## config.mk

```make
export PLATFORM = sky130hd
export DESIGN_NAME = sync_fifo_ext
export DESIGN_NICKNAME = d
export VERILOG_FILES = /design/src/rtl/sync_fifo_ext.sv
export SDC_FILE = /design/constraint.sdc
export NUM_CORES = 2
export LEC_CHECK = 0
export CORE_AREA = 2 2 382 384
export DETAILED_ROUTE_END_ITERATION = 16
export DIE_AREA = 0 0 384 386
export GPL_ROUTABILITY_DRIVEN = 0
export PLACE_DENSITY = 0.72
export SLEW_MARGIN = 20
export SYNTH_ARGS = -nofsm -noshare
export SYNTH_HDL_FRONTEND = slang
export SYNTH_SLANG_ARGS = --single-unit
```

## constraint.sdc

```tcl
create_clock -name sys_clk -period 5.15 [get_ports sys_clk]
set_input_delay 1.03 -clock sys_clk [delete_from_list [all_inputs] [get_ports sys_clk]]
set_output_delay 1.03 -clock sys_clk [all_outputs]
set_load 0.02 [all_outputs]
```

## src/rtl/sync_fifo_ext.sv

```systemverilog
`default_nettype none
// ============================================================================
// Module      : sync_fifo_ext
// Description : Single-clock FIFO with status flags, sticky errors, optional FWFT.
// Revision    : 1.0
// ============================================================================
module sync_fifo_ext #(
    parameter int DATA_WIDTH = 16,
    parameter int DEPTH      = 128,
    parameter int FWFT       = 0,
    parameter int AF_LEVEL   = DEPTH - 4,
    parameter int AE_LEVEL   = 4
) (
    input  logic                    sys_clk,
    input  logic                    sys_rst,
    input  logic                    wr_en,
    input  logic [DATA_WIDTH-1:0]   wr_data,
    input  logic                    rd_en,
    input  logic                    err_clr,
    output logic [DATA_WIDTH-1:0]   rd_data,
    output logic                    rd_valid,
    output logic                    full,
    output logic                    empty,
    output logic                    almost_full,
    output logic                    almost_empty,
    output logic [$clog2(DEPTH):0]  data_cnt,
    output logic                    overflow,
    output logic                    underflow
);

    localparam int c_ADDR_W = $clog2(DEPTH);
    localparam int c_PTR_W  = c_ADDR_W + 1;

    logic [DATA_WIDTH-1:0] mem [DEPTH];

    logic [c_PTR_W-1:0]    wr_ptr_q, wr_ptr_d;
    logic [c_PTR_W-1:0]    rd_ptr_q, rd_ptr_d;
    logic [c_PTR_W-1:0]    cnt_q, cnt_d;
    logic                  full_q, empty_q, af_q, ae_q;
    logic                  ovf_q, ovf_d, unf_q, unf_d;
    logic                  rd_valid_q;
    logic [DATA_WIDTH-1:0] rd_data_q;
    logic                  w_wr_acc, w_rd_acc;

    // Acceptance uses the registered flags seen in this cycle.
    assign w_wr_acc = wr_en & ~full_q;
    assign w_rd_acc = rd_en & ~empty_q;

    always_comb begin
        wr_ptr_d = wr_ptr_q;
        rd_ptr_d = rd_ptr_q;
        if (w_wr_acc) wr_ptr_d = wr_ptr_q + c_PTR_W'(1);
        if (w_rd_acc) rd_ptr_d = rd_ptr_q + c_PTR_W'(1);
        // The wrap bit makes the modular difference span 0..DEPTH.
        cnt_d = wr_ptr_d - rd_ptr_d;
        ovf_d = (wr_en & full_q)  | (ovf_q & ~err_clr);
        unf_d = (rd_en & empty_q) | (unf_q & ~err_clr);
    end

    always_ff @(posedge sys_clk) begin
        if (sys_rst) begin
            wr_ptr_q <= '0;
            rd_ptr_q <= '0;
            cnt_q    <= '0;
            full_q   <= 1'b0;
            empty_q  <= 1'b1;
            af_q     <= 1'b0;
            ae_q     <= 1'b1;
            ovf_q    <= 1'b0;
            unf_q    <= 1'b0;
        end else begin
            wr_ptr_q <= wr_ptr_d;
            rd_ptr_q <= rd_ptr_d;
            cnt_q    <= cnt_d;
            full_q   <= (cnt_d == c_PTR_W'(DEPTH));
            empty_q  <= (cnt_d == '0);
            af_q     <= (cnt_d >= c_PTR_W'(AF_LEVEL));
            ae_q     <= (cnt_d <= c_PTR_W'(AE_LEVEL));
            ovf_q    <= ovf_d;
            unf_q    <= unf_d;
        end
    end

    always_ff @(posedge sys_clk) begin
        if (w_wr_acc && !sys_rst) mem[wr_ptr_q[c_ADDR_W-1:0]] <= wr_data;
    end

    generate
        if (FWFT != 0) begin : g_fwft
            logic [c_ADDR_W-1:0]   w_head_addr;
            logic [DATA_WIDTH-1:0] w_head;

            // The next head is still in flight when it is the word written this edge.
            assign w_head_addr = rd_ptr_d[c_ADDR_W-1:0];
            assign w_head = (w_wr_acc && (w_head_addr == wr_ptr_q[c_ADDR_W-1:0]))
                          ? wr_data : mem[w_head_addr];

            always_ff @(posedge sys_clk) begin
                if (sys_rst) begin
                    rd_valid_q <= 1'b0;
                    rd_data_q  <= '0;
                end else begin
                    rd_valid_q <= (cnt_d != '0);
                    if (cnt_d != '0) rd_data_q <= w_head;
                end
            end
        end else begin : g_std
            always_ff @(posedge sys_clk) begin
                if (sys_rst) begin
                    rd_valid_q <= 1'b0;
                    rd_data_q  <= '0;
                end else begin
                    rd_valid_q <= w_rd_acc;
                    if (w_rd_acc) rd_data_q <= mem[rd_ptr_q[c_ADDR_W-1:0]];
                end
            end
        end
    endgenerate

    assign rd_data      = rd_data_q;
    assign rd_valid     = rd_valid_q;
    assign full         = full_q;
    assign empty        = empty_q;
    assign almost_full  = af_q;
    assign almost_empty = ae_q;
    assign data_cnt     = cnt_q;
    assign overflow     = ovf_q;
    assign underflow    = unf_q;

endmodule
`default_nettype wire
```

## Word-level counts from Yosys, hierarchy flattened

Memories as Yosys holds them, arrays and structs flattened. A register that Yosys moved wholly into a read port is not among the register bits.
Cells that the tools add are included.

- Add/sub/neg operators: 3
- $lt $le $gt $ge: 2
- Equality and inequality tests: 1
- Muxes and demuxes: 4
- Bitwise gates (word level): 11
- Reductions and logical operators: 3

Operators by type and width:

| operator | number |
|---|---|
| adder 8 x 1 -> 8 bit (second input constant) | 2 |
| 2-to-1 mux 8 bit | 2 |
| == test 8 bit (second input constant) | 1 |
| >= comparator 8 x 7 -> 1 bit (second input constant) | 1 |
| less-or-equal comparator 8 x 3 -> 1 bit (second input constant) | 1 |
| zero test 8 bit | 1 |
| subtractor 8 bit | 1 |
| AND 1 bit | 6 |
| inverter 1 bit | 3 |
| 2-to-1 mux 1 bit | 2 |
| OR 1 bit | 2 |
| logical AND 1 bit | 1 |
| zero test 1 bit | 1 |

- Register bits after elaboration: 31
- Memory bits (writable): 2048
- Input port bits: 21
- Output and inout port bits: 31
- Memories kept: 1

Memories:

| memory | words | width | read ports | clocked after memory_dff | wr ports | line | text |
|---|---|---|---|---|---|---|---|
| mem | 128 | 16 | 1 | 1 | 1 | 34 | `logic [DATA_WIDTH-1:0] mem [DEPTH];` |

## Logic depth before layout (Yosys ltp)

- Word-level depth: 5
- Mapped depth: 13
- Gate-level depth less buffers: 10

## Least setup slack after synthesis

Ideal clock, no wire load.

- Path kind: in2reg
- From: input wr_en
- To: memory mem[80][0] (enable)
- Arrival: 3505 ps
- Required time: 4720 ps
- Slack: 1214 ps
- Stages on the path: 7
- Cells stage by stage: nand2b_1 > clkbuf_1 > clkbuf_1 > nor2_1 > and2_1 > nand2_1 > nor4_1

- Longest elaborated chain between the ends: 4

Ends and longest elaborated chain:

| element | line | text |
|---|---|---|
| from (decl) | 16 | `input logic wr_en,` |
| AND 1 bit | 46 | `assign w_wr_acc = wr_en & ~full_q;` |
| logical AND 1 bit | 85 | `if (w_wr_acc && !sys_rst) mem[wr_ptr_q[c_ADDR_W-1:0]] <= wr_data;` |
| 2-to-1 mux 1 bit | 85 |  |
| 2-to-1 mux 1 bit (implied by the code) | 85 |  |
| to (decl) | 34 |  |

No other way between the ends.

## Worst setup path in the final report

- From: register rd_ptr_q[1]
- To: register af_q (netlist: almost_full)

- Longest elaborated chain between the ends: 4

Ends and longest elaborated chain:

| element | line | text |
|---|---|---|
| from (decl) | 37 | `logic [c_PTR_W-1:0] rd_ptr_q, rd_ptr_d;` |
| from (signal assigned) | 73 | `rd_ptr_q <= rd_ptr_d;` |
| adder 8 x 1 -> 8 bit | 53 | `if (w_rd_acc) rd_ptr_d = rd_ptr_q + c_PTR_W'(1);` |
| 2-to-1 mux 8 bit * | 53 |  |
| via rd_ptr_d[1] | 37 |  |
| subtractor 8 bit * | 55 | `cnt_d = wr_ptr_d - rd_ptr_d;` |
| >= comparator 8 x 7 -> 1 bit * | 77 | `af_q <= (cnt_d >= c_PTR_W'(AF_LEVEL));` |
| to (signal assigned) | 77 |  |
| to (decl) | 39 | `logic full_q, empty_q, af_q, ae_q;` |

The timed path passes the listed nets; every way through them passes the cells marked *.
A chain may end at the register's enable or synchronous reset.

==> metrics.md <==
| Metric | Value |
|---|---|
| Peak supply drop | `357 uV` |
| Clock Tree Root | `clkbuf_16` |
| Max-cap viol count | `0` |
| Reg2reg setup slack | `roughly 1.5 ns` |
| Post-synthesis mux area share | `18.8%` |
| Area fraction in and, or, nand and nor cells after synthesis | `1.48%` |
| Hpwl dp | `111,000 um` |
| WP data arrival | `4.37 ns` |
| # fillers | `9,280` |
| # DRC | `0` |
| Post-CTS setup buffer count | `0` |
| Aggregate global routing overflow | `0` |
| Post-CTS Resized | `0` |
| Syn Nets | `3,366` |
| Grt met2 use | `38.8%` |
| Chip width | `384 um` |
| Avg WL per Cell | `32.8 um` |
| CTS Hold Buffers Added | `0` |
| Mapped Area | `approximately 80,000 um2` |
| Hold Path Sink | `rd_data[15]` |
| Cells on Worst Hold Path | `2` |
| Layout Nets | `3,624` |
| Core Area | `145,000 um2` |
| Total clock sinks | `about 2,100` |
| RR Endpoint | `almost_full` |
| Final setup vio count | `0` |
| Sequential-to-total area share from yosys stat | `slightly below 80%` |
| Row cnt | `140` |
| Non-Filler Instances | `about 5,700` |
| ANT nets after route | `0` |
| Slew of the pin with the lowest slew margin | `~1.1 ns` |
| Die footprint | `148,000 um2` |
| Die height | `386 um` |
| Count of final hold-check violations | `0` |
| Xor and xnor fraction of the mapped netlist area | `0.240%` |
| Initial antenna violation count | `8` |
| Synth Area in Compound Gates | `0.559%` |
| Final WL | `about 190,000 um` |
| Number of global-route vias before repair | `about 37,000` |
| Synth Instances | `3,339` |
| Via count | `37,200` |
| Crit end category | `flip-flop` |
| Area Overhead vs Synth | `12.2%` |
| Fmax | `around 0.27 GHz` |
| GR peak layer | `met2` |
| Avg Cell Area, Syn | `24.1 um2` |
| Final Max Tran Viols | `0` |
| Clk buf depth | `3` |
| Startpoint class of the critical path | `flip-flop` |
| Later-pin clock latency in the skew report | `0.82 ns` |
| Port buffer count | `51` |
| Fraction of layout cells with a size suffix above 1 | `a little under a third` |
| TritonCTS Buffers | `197` |
| Critical path required time | `5.87 ns` |
| Worst Hold Class | `reg -> reg` |
| Fraction of registers with async set/reset | `0%` |
| Netlist cell types | `51` |
| Initial DRC Count | `roughly 5,400` |
| Final setup TNS | `0 ns` |
| RSZ-0062 raised after global routing | `false` |
| Initial core utilization | `55.6%` |
| Post-synth EDFFs | `a little over 2,000` |
| Leakage | `roughly 27 nW` |
| Final period demand of the worst path | `~3.7 ns` |
| Hold path start | `rd_data[15]` |
| Final Cycle Share | `71.0%` |
| Synth Register Bits | `2,095` |
| M1 GR Usage | `37.5%` |
| CTS tree | `done` |
| H-tree levels | `4` |
| Worst Skew | `0.0303 ns` |
| Relative slew slack | `25.0%` |
| Largest family of logic cells by synthesized area | `multiplexers` |
| Critical path start-end classification | `reg -> reg` |
| Reg2Reg Depth | `9` |
| Drt first pass iters | `5` |
| Synth Area in Adders | `0.128%` |
| Clk slew on worst S/H paths | `0.07 ns` |
| Met3 GRT Util | `5.05%` |
| Gr usage total | `approximately a quarter` |
| Worst-path fanout max | `31` |
| Mean number of vias per cell | `6.56` |
| Pin count of the biggest net entering global routing | `96` |
| PD cells | `about 390 nW/um2` |
| I/O pins | `52` |
| Yosys Warn Count | `0` |
| FF-to-FF Start | `rd_ptr_q[1]` |
| Run status | `complete, no violations` |
| Post-Place Cells | `5,315` |
| First-pass GRT wire length | `around 270,000 um` |
| Main synth FF type | `edfxtp_1` |
## synthesized netlist by cell type, drive strengths merged, types with 9 or more instances
library cell,n,share of area [%]
xnor2,14,0.15
o22ai,9,0.070
buf,103,0.62
nor2,166,0.78
mux4,663,19
nand2,41,0.19
nand3,17,0.11
edfxtp,2048,77
mux2i,21,0.26
o21ai,13,0.081
clkbuf,84,0.39
dfxtp,47,1.2
## registers in the layout, summed over array words and instances (netlist names), named ones only
name / count
almost_empty: 1
almost_full: 1
data_cnt: 8
empty: 1
full: 1
mem: 2048
overflow: 1
rd_data: 16
rd_ptr_q: 8
rd_valid: 1
underflow: 1
wr_ptr_q: 7
## through the flow
step	worst slack (ns)	power, mW	hold slack, ns	utilization, %	instance area [um2]
final	1.50	35.5	0.449	62.4	90200
after global routing	1.32	36.4	0.468	62.4	90200
after CTS	1.49	35.7	0.447	62.4	90200
after detailed placement	0.813	22.1	0.439	58.2	84100
after global placement	0.784	22.0	0.437	58.2	84100
after floorplan	1.21	21.0	0.499	-	80400
## critical path, stage by stage, from the launching register on
cell	delay [ns]
dfxtp_4	0.81
ha_1	0.37
mux2i_1	0.27
inv_1	0.10
fa_1	0.45
maj3_1	0.38
o21ai_0	0.25
xnor2_1	0.19
or3b_2	0.50
o32ai_1	0.22
## cell type report
type                            count  area [um2]  share of cell area (%)
Clock buffer                      253        5280                    5.85
Antenna cell                        2        5.00                 0.00555
Inverter                            6        22.5                  0.0250
Sequential cell                  2095       62500                    69.3
Clock inverter                    106         803                   0.891
Timing Repair Buffer              246        2120                    2.35
Multi-Input combinational cell   1051       17100                    19.0
Tap cell                         1917        2400                    2.66
## power by group
part / switching, mW / leakage [nW] / internal [mW]
clock: 5.97 / 2.96 / 7.79
sequential: 0.0960 / 18.8 / 18.8
combinational: 1.56 / 5.32 / 1.28
## cells by family (layout without fill, tap and decap cells)
group | after synthesis | after routing
compound gates | 63 | 63
simple gates | 274 | 274
fa+ha+maj | 8 | 8
buf+inv | 193 | 611
other cells | 0 | 2
xor+xnor | 22 | 22
mux | 684 | 684
flops | 2095 | 2095
## worst max path at each step
stage | start | to | slack (ns)
CTS | rd_ptr_q[0] | rd_data[5] | 1.49
finish | rd_ptr_q[1] | almost_full | 1.50
detailed placement | rd_en | almost_full | 0.81
global route | rd_ptr_q[1] | almost_full | 1.32
floorplan | wr_en | mem[80][0] | 1.21
global placement | rd_en | almost_full | 0.78
## layer usage
layer	wire length (um)	vias up
met2	87800	2122
met5	0	-
met3	18800	309
met1	72300	20000
li1	-	14900
met4	7050	0
## cell usage in the layout, fill, tap and decap left out, types with 9 or more instances in the layout
| master | count |
|---|---|
| o21ai_0 | 12 |
| mux4_2 | 663 |
| o22ai_1 | 9 |
| buf_12 | 15 |
| clkbuf_1 | 48 |
| clkbuf_16 | 202 |
| clkinv_2 | 32 |
| clkdlybuf4s50_1 | 34 |
| edfxtp_1 | 2048 |
| buf_4 | 195 |
| clkinv_1 | 52 |
| mux2i_1 | 21 |
| nor2_1 | 166 |
| dfxtp_1 | 41 |
| nand3_1 | 16 |
| nand2_1 | 41 |
| bufinv_16 | 12 |
| xnor2_1 | 14 |
Power figures use the tool's default switching activity.
